$ cat src/rtl/text_writer.sv
// Character-stream writer for an 80x25 text buffer: prints bytes as char/attribute
// pairs, interprets CR/LF/BS/FF, scrolls through a synchronous RAM and clears the screen.
module text_writer #(
    parameter int         COLS  = 80,
    parameter int         ROWS  = 25,
    parameter logic [7:0] BLANK = 8'h20
) (
    input  logic        clock,
    input  logic        reset,
    input  logic [7:0]  in_data,
    input  logic        in_valid,
    output logic        in_ready,
    input  logic [7:0]  attr,
    output logic [12:0] address,
    output logic [7:0]  wdata,
    output logic        we,
    input  logic [7:0]  rdata,
    output logic [10:0] cursor
);

    localparam logic [10:0] COLS_C    = 11'(COLS);
    localparam logic [10:0] LAST_CELL = 11'(COLS * ROWS - 1);
    localparam logic [10:0] LAST_ROW  = 11'(COLS * (ROWS - 1));
    localparam logic [6:0]  LAST_COL  = 7'(COLS - 1);
    localparam logic [11:0] ROW_BYTES = 12'(2 * COLS);
    localparam logic [11:0] LAST_BYTE = 12'(2 * COLS * ROWS - 1);
    localparam logic [11:0] FILL_BASE = 12'(2 * COLS * (ROWS - 1));

    typedef enum logic [2:0] {IDLE, PUT_AT, SCR_RD, SCR_WT, SCR_WR, FILL, CLR} state_t;

    state_t      state_q, state_d;
    logic [10:0] cursor_q, cursor_d;
    logic [6:0]  col_q, col_d;
    logic [11:0] ptr_q, ptr_d;
    logic        phase_q, phase_d;
    logic [7:0]  ch_q, ch_d;
    logic [7:0]  attr_q, attr_d;
    logic [7:0]  rbuf_q, rbuf_d;

    always_ff @(posedge clock) begin
        if (reset) begin
            state_q  <= IDLE;
            cursor_q <= '0;
            col_q    <= '0;
            ptr_q    <= '0;
            phase_q  <= 1'b0;
        end else begin
            state_q  <= state_d;
            cursor_q <= cursor_d;
            col_q    <= col_d;
            ptr_q    <= ptr_d;
            phase_q  <= phase_d;
        end
    end

    always_ff @(posedge clock) begin
        ch_q   <= ch_d;
        attr_q <= attr_d;
        rbuf_q <= rbuf_d;
    end

    always_comb begin
        state_d  = state_q;
        cursor_d = cursor_q;
        col_d    = col_q;
        ptr_d    = ptr_q;
        phase_d  = phase_q;
        ch_d     = ch_q;
        attr_d   = attr_q;
        rbuf_d   = rbuf_q;
        in_ready = 1'b0;
        address  = '0;
        wdata    = '0;
        we       = 1'b0;

        case (state_q)
            IDLE: begin
                in_ready = 1'b1;
                if (in_valid) begin
                    ch_d   = in_data;
                    attr_d = attr;
                    if (in_data >= 8'h20) begin
                        state_d = PUT_AT;
                        phase_d = 1'b0;
                    end else begin
                        case (in_data)
                            8'h0D: begin
                                cursor_d = cursor_q - {4'b0, col_q};
                                col_d    = '0;
                            end
                            8'h0A: begin
                                if (cursor_q >= LAST_ROW) begin
                                    state_d = SCR_RD;
                                    ptr_d   = ROW_BYTES;
                                end else begin
                                    cursor_d = cursor_q - {4'b0, col_q} + COLS_C;
                                    col_d    = '0;
                                end
                            end
                            8'h08: begin
                                if (col_q != '0) begin
                                    cursor_d = cursor_q - 11'd1;
                                    col_d    = col_q - 7'd1;
                                end
                            end
                            8'h0C: begin
                                state_d = CLR;
                                ptr_d   = '0;
                            end
                            default: ;
                        endcase
                    end
                end
            end
            // Two write cycles: char at 2c, then attribute at 2c+1.
            PUT_AT: begin
                we      = 1'b1;
                address = {1'b0, cursor_q, phase_q};
                wdata   = phase_q ? attr_q : ch_q;
                phase_d = 1'b1;
                if (phase_q) begin
                    if (cursor_q == LAST_CELL) begin
                        state_d = SCR_RD;
                        ptr_d   = ROW_BYTES;
                    end else begin
                        state_d  = IDLE;
                        cursor_d = cursor_q + 11'd1;
                        col_d    = (col_q == LAST_COL) ? 7'd0 : col_q + 7'd1;
                    end
                end
            end
            SCR_RD: begin
                address = {1'b0, ptr_q};
                state_d = SCR_WT;
            end
            // Address held so the RAM output stays stable; it is captured at this edge.
            SCR_WT: begin
                address = {1'b0, ptr_q};
                rbuf_d  = rdata;
                state_d = SCR_WR;
            end
            SCR_WR: begin
                we      = 1'b1;
                address = {1'b0, ptr_q - ROW_BYTES};
                wdata   = rbuf_q;
                if (ptr_q == LAST_BYTE) begin
                    state_d = FILL;
                    ptr_d   = FILL_BASE;
                end else begin
                    ptr_d   = ptr_q + 12'd1;
                    state_d = SCR_RD;
                end
            end
            FILL, CLR: begin
                we      = 1'b1;
                address = {1'b0, ptr_q};
                wdata   = ptr_q[0] ? attr_q : BLANK;
                ptr_d   = ptr_q + 12'd1;
                if (ptr_q == LAST_BYTE) begin
                    state_d  = IDLE;
                    cursor_d = (state_q == FILL) ? LAST_ROW : 11'd0;
                    col_d    = '0;
                end
            end
            default: state_d = IDLE;
        endcase
    end

    assign cursor = cursor_q;

endmodule

$ cat config.mk
export PLATFORM = sky130hd
export DESIGN_NAME = text_writer
export DESIGN_NICKNAME = d
export VERILOG_FILES = /design/src/rtl/text_writer.sv
export SDC_FILE = /design/constraint.sdc
export NUM_CORES = 1
export LEC_CHECK = 0
export CAP_MARGIN = 20
export CORE_UTILIZATION = 45
export CTS_BUF_LIST = sky130_fd_sc_hd__clkbuf_8 sky130_fd_sc_hd__clkbuf_16
export CTS_CLUSTER_DIAMETER = 40
export DETAILED_ROUTE_END_ITERATION = 8
export DONT_BUFFER_PORTS = 1
export SLEW_MARGIN = 10
export SYNTH_ARGS = -nofsm -noshare
export SYNTH_HDL_FRONTEND = slang
export SYNTH_SLANG_ARGS = --single-unit
export TNS_END_PERCENT = 1
$ cat constraint.sdc
create_clock -name clock -period 2.84 [get_ports clock]
set_input_delay 0.568 -clock clock [delete_from_list [all_inputs] [get_ports clock]]
set_output_delay 0.568 -clock clock [all_outputs]
set_load 0.03 [all_outputs]
# Word level (Yosys, flattened, before mapping)
# Index checks and enable logic that the tools add are counted.
totals:
  register_bits: 58
  inputBits: 27
  out_inout_bits: 34
  wordCells: 104
classes:
  n_addsub: 8
  magnitude_cmp: 2
  n_eq_ne: 27
  n_mux: 46
  n_reduce_logical: 13
op_table:
  columns: ["operator", "n"]
  rows:
  - ["11-bit 2-to-1 mux", 8]
  - ["12-bit 2-to-1 mux", 6]
  - ["11-bit one-hot mux with 3 select lines", 2]
  - ["7-bit 2-to-1 mux", 8]
  - ["12-bit one-hot mux with 4 select lines", 1]
  - ["7-bit one-hot mux with 3 select lines", 2]
  - ["12-bit one-hot mux with 3 select lines", 1]
  - ["8-bit by 4-bit == test with 1-bit output, second input constant", 4]
  - ["12-bit one-hot mux with 2 select lines", 1]
  - ["8-bit one-hot mux with 3 select lines", 1]
  - ["3-bit 2-to-1 mux", 6]
  - ["3-bit one-hot mux with 6 select lines", 1]
  - ["8-bit 2-to-1 mux", 2]
  - ["2-bit inequality test, second input constant", 7]
  - ["12-bit by 1-bit adder with 12-bit output, second input constant", 1]
  - ["12-bit == test, second input constant", 1]
  - ["12-bit by 8-bit subtractor with 12-bit output, second input constant", 1]
  - ["11-bit by 1-bit adder with 11-bit output, second input constant", 1]
  - ["11-bit by 7-bit adder with 11-bit output, second input constant", 1]
  - ["11-bit == test, second input constant", 1]
  - ["11-bit greater-or-equal comparator, second input constant", 1]
  - ["11-bit by 1-bit subtractor with 11-bit output, second input constant", 1]
  - ["11-bit by 7-bit subtractor with 11-bit output", 1]
  - ["3-bit == test, second input constant", 3]
  - ["27 further kinds", 34]

# Depth between registers and ports, before layout
logic_depth:
  depth_word: 7
  ltp_mapped: 14
  depth_no_buf: 13

# Least setup slack after synthesis
# Ideal clock, no wire load.
synth_timing:
  kind: "register -> register"
  start: "register cursor_q[0] (netlist: cursor[0])"
  end: "register cursor_q[6] (netlist: cursor[6])"
  setup_ns: 0.117
  t_arrival_ns: 3.079
  t_required_ns: 2.723
  slack_ns: -0.357
  path_stages_with_launch: 13
  path_buffers: 0
  synth_period_minus_slack_ns: 3.197
  cell_sequence: "dfxtp_1 inv_1 ha_1 fa_1 nor2b_1 o21ai_0 a211oi_1 ha_1 nor2_1 mux2_2 a221oi_1 o21ai_0 a32o_1"
synth_via:
  elab_chain_len: 7
  elab_cells_between_ends: 17
  classes_between: "add/sub (4); order compare (1); eq/ne (3); mux (8); reduce/logical (1)"
synth_rtl:
  columns: ["element", "line", "rtl"]
  rows:
  - ["start: declaration", "32", "logic [10:0] cursor_q, cursor_d;"]
  - ["start signal: assignment", "49", "cursor_q <= cursor_d;"]
  - ["11-bit by 7-bit subtractor with 11-bit output", "88, 96", null]
  - ["11-bit by 7-bit adder with 11-bit output", "96", "cursor_d = cursor_q - {4'b0, col_q} + COLS_C;"]
  - ["11-bit 2-to-1 mux", "92", "if (cursor_q >= LAST_ROW) begin"]
  - ["11-bit one-hot mux with 3 select lines", "86", "case (in_data)"]
  - ["11-bit 2-to-1 mux", "82", "if (in_data >= 8'h20) begin"]
  - ["11-bit 2-to-1 mux", "79", "if (in_valid) begin"]
  - ["11-bit one-hot mux with 3 select lines", "76", "case (state_q)"]
# Several ways; a longest one is shown, not always the timed one. The select of a mux whose other input is x is not followed.
# A chain may end at the register's enable or synchronous reset.

# Final worst setup path
layout_timing:
  start: "register cursor_q[0] (netlist: cursor[0])"
  end: "register cursor_q[7] (netlist: cursor[7])"
# Same word-level chain as after synthesis.

==> impl_metrics.py <==
metrics = {
    "critical_path": {
        "worst-path-buf-inv": 2,
        "crit_fanout": 4,
        "cp_slowest_cell": "or3_4",
        "start_kind": "flop",
        "worstPathCellList": "inv_2 > ha_2 > fa_2 > nor2b_4 > buf_4 > o2111a_1 > or3_4 > a32oi_2 > nor2_1 > a32o_1 > or3_1 > a31oi_1",
        "required_ns": 3.12,
        "end_kind": "flop",
        "arrival_ns": 3.06,
        "max_stage_delay_ns": 0.39,
        "crit_path_start": "cursor[0]",
        "r2r-start": "cursor[0]",
        "crit_family": "compound AO/OA/AOI/OAI gates",
        "crit_type": "flop to flop",
    },
    "logic_synthesis": {
        "syn_inst": 559,
        "syn_area_mm2": 0.004567,
        "synth_cell_type_count": 84,
        "synth_top_area_frac": 0.1578,
        "synth-edff-count": 24,
        "synth_area_leaders": "edfxtp_1, dfxtp_1, o21ai_0",
        "synth_warnings": 0,
        "yosys-top-cells-count": "nor2_1, o21ai_0, nand2_1",
        "seq_area_frac_synth": 0.3068,
        "synth_nets": 604,
        "yosysMostFrequentCell": "nor2_1",
        "synth-async-reset-ratio": 0,
        "synth-main-ff-cell": "dfxtp_1",
        "synth_top_area_cell": "edfxtp_1",
        "ys_ff_latch": 58,
        "avgSynthCellArea_um2": 8.170,
    },
    "grt": {
        "grt_max_degree": 38,
        "track_usage": 0.2686,
        "grt_pass1_wl_um": 21530,
        "overflow": 0,
        "grt_pass1_vias": 4032,
        "antenna_found_initial": 0,
    },
    "sta": {
        "fin_crit_ns": 2.779,
        "skew_ns": 0.007298,
        "max_slew_margin": 0.4534,
        "hold_viol": 0,
        "setup_violations": 0,
        "tightest_slew_ns": 0.8169,
        "finalCritPeriodShare": 0.9784,
        "drv_slew": 0,
        "max_freq_mhz": 359.9,
        "fin_ws_ns": 0.06127,
        "rsz0062_at_grt": "true",
    },
    "place": {
        "dpl_worst_slack_ns": 0.02608,
        "numPortBuffers": 0,
        "place_congestion": 0.9188,
        "post-dp-hpwl_um": 9922,
    },
    "route": {
        "ant_nets": 0,
        "dr_total_vias": 4561,
        "post-route-drc-count": 0,
        "drt_first_pass_iters": 5,
        "wl_met1_um": 6134,
        "avgViaCountPerCell": 6.205,
        "first_iter_violations": 420,
        "wl_met3_um": 1112,
        "routedWlPerCell_um": 18.80,
        "drt_wl_total_um": 13820,
        "top_layer": "met4",
        "met2_length_um": 6238,
    },
    "cts": {
        "insertion_delay_ns": 0.36,
        "clkSinkCount": 58,
        "clock_path_buffers": 2,
        "tritoncts": "built",
        "cts-htree-levels": 3,
        "cts-root-buf": "clkbuf_8",
        "clkTransAtPathRegs_ns": 0.08,
        "cts_buffers": 9,
    },
    "power": {
        "total_power_mw": 3.833,
        "p_leak_nw": 2.056,
        "vdd_drop_max_uv": 267.4,
        "p_per_area_mw_per_mm2": 718.7,
    },
    "layout": {
        "nets": 642,
        "regArea_mm2": 0.001409,
        "antenna_cells": 0,
        "syn2layout_area_growth_pct": 16.77,
        "drive_gt1_frac": 0.2176,
        "final_core_util": 0.5431,
        "fillCellCount": 929,
        "multiInputGateArea_mm2": 0.002892,
    },
    "floorplanning": {
        "die_width_um": 102.7,
        "num_io_pins": 61,
        "num_rows": 36,
        "dieArea_mm2": 0.01056,
        "design.core.area_mm2": 0.009819,
        "initial_core_util": 0.4651,
        "die_h_um": 102.7,
    },
    "min_path": {
        "hold_path.class": "primary input to flop",
        "min_from": "reset",
    },
    "run_status": {
        "status": "finished clean",
    },
    "run": {
        "maxCapViolations": 0,
    },
}
[power breakdown]
part | switching (mW) | internal, mW
combinational | 1.18 | 0.696
sequential | 0.0801 | 0.986
clock | 0.394 | 0.501
total | 1.65 | 2.18
[per-stage QoR]
step	instances	hold WS [ns]	TNS [ns]	cell area, um^2
2_1_floorplan	559	0.4741	0	4583
3_3_place_gp	717	0.4898	0	5045
3_5_place_dp	717	0.5109	0	5045
4_1_cts	733	0.2563	0	5270
5_1_grt	735	0.2569	-0.05990	5333
6_report	735	0.2795	0	5333
[kinds of logic (layout without fill, tap and decap cells)]
logic type,count (synthesis),after routing,share of synthesized area
AOI/OAI and AO/OA,191,191,0.2871
xor gates and xnor gates,18,18,0.03616
adders and majority gates,18,18,0.05096
buffers and inverters,62,105,0.07206
DFF,58,58,0.3068
muxes,5,5,0.01151
other,1,1,0.0008211
and+or+nand+nor,206,206,0.2345
[sequential cells by signal, summed over array words and instances (netlist names)]
| name | count |
|---|---|
| phase_q | 1 |
| attr_q | 8 |
| rbuf_q | 8 |
| state_q | 3 |
| ptr_q | 12 |
| cursor | 11 |
| col_q | 7 |
| ch_q | 8 |
[what timing repair did]
item,in CTS,in global routing
setup endpoints to repair,0,15
hold endpoints to repair,0,0
hold buffers,0,0
setup buffers,0,2
resized for setup,0,26
[worst paths after layout]
| check | cells after the start | slack (ns) | to |
|---|---|---|---|
| worst max-delay path | 12 | 0.06 | cursor[7] |
| worst min register to register | 2 | 0.52 | ptr_q[3] |
| worst max register to register | 12 | 0.06 | cursor[7] |
| worst min-delay path | 1 | 0.28 | cursor[3] |
[area by class of cell]
cell class                 instances  area share
tap                              133     0.03121
clock buffer                       9     0.02323
multi-input combinational        439      0.5422
clock inverter                     7     0.01901
sequential                        58      0.2642
inverter                          24     0.01689
timing repair buffer              65      0.1032
[per-layer routing]
layer	track usage	vias to the layer above
li1	-	2165
met1	0.3808	2159
met2	0.4015	211
met3	0.04746	26
met4	0.1116	0
met5	0	-
[layout by cell type (no fill, tap or decap), types with 10 or more instances in the layout]
cell type | Yosys | layout
nor2_1 | 58 | 56
and3_1 | 11 | 11
buf_4 | 1 | 60
nand3_1 | 14 | 14
a22oi_1 | 12 | 12
edfxtp_1 | 24 | 24
a21oi_1 | 41 | 41
inv_1 | 24 | 16
nor3_1 | 17 | 17
nand2_1 | 42 | 42
xor2_1 | 10 | 10
ha_1 | 17 | 15
dfxtp_1 | 34 | 30
o21ai_0 | 50 | 45
(Power assumes the default switching activity.)
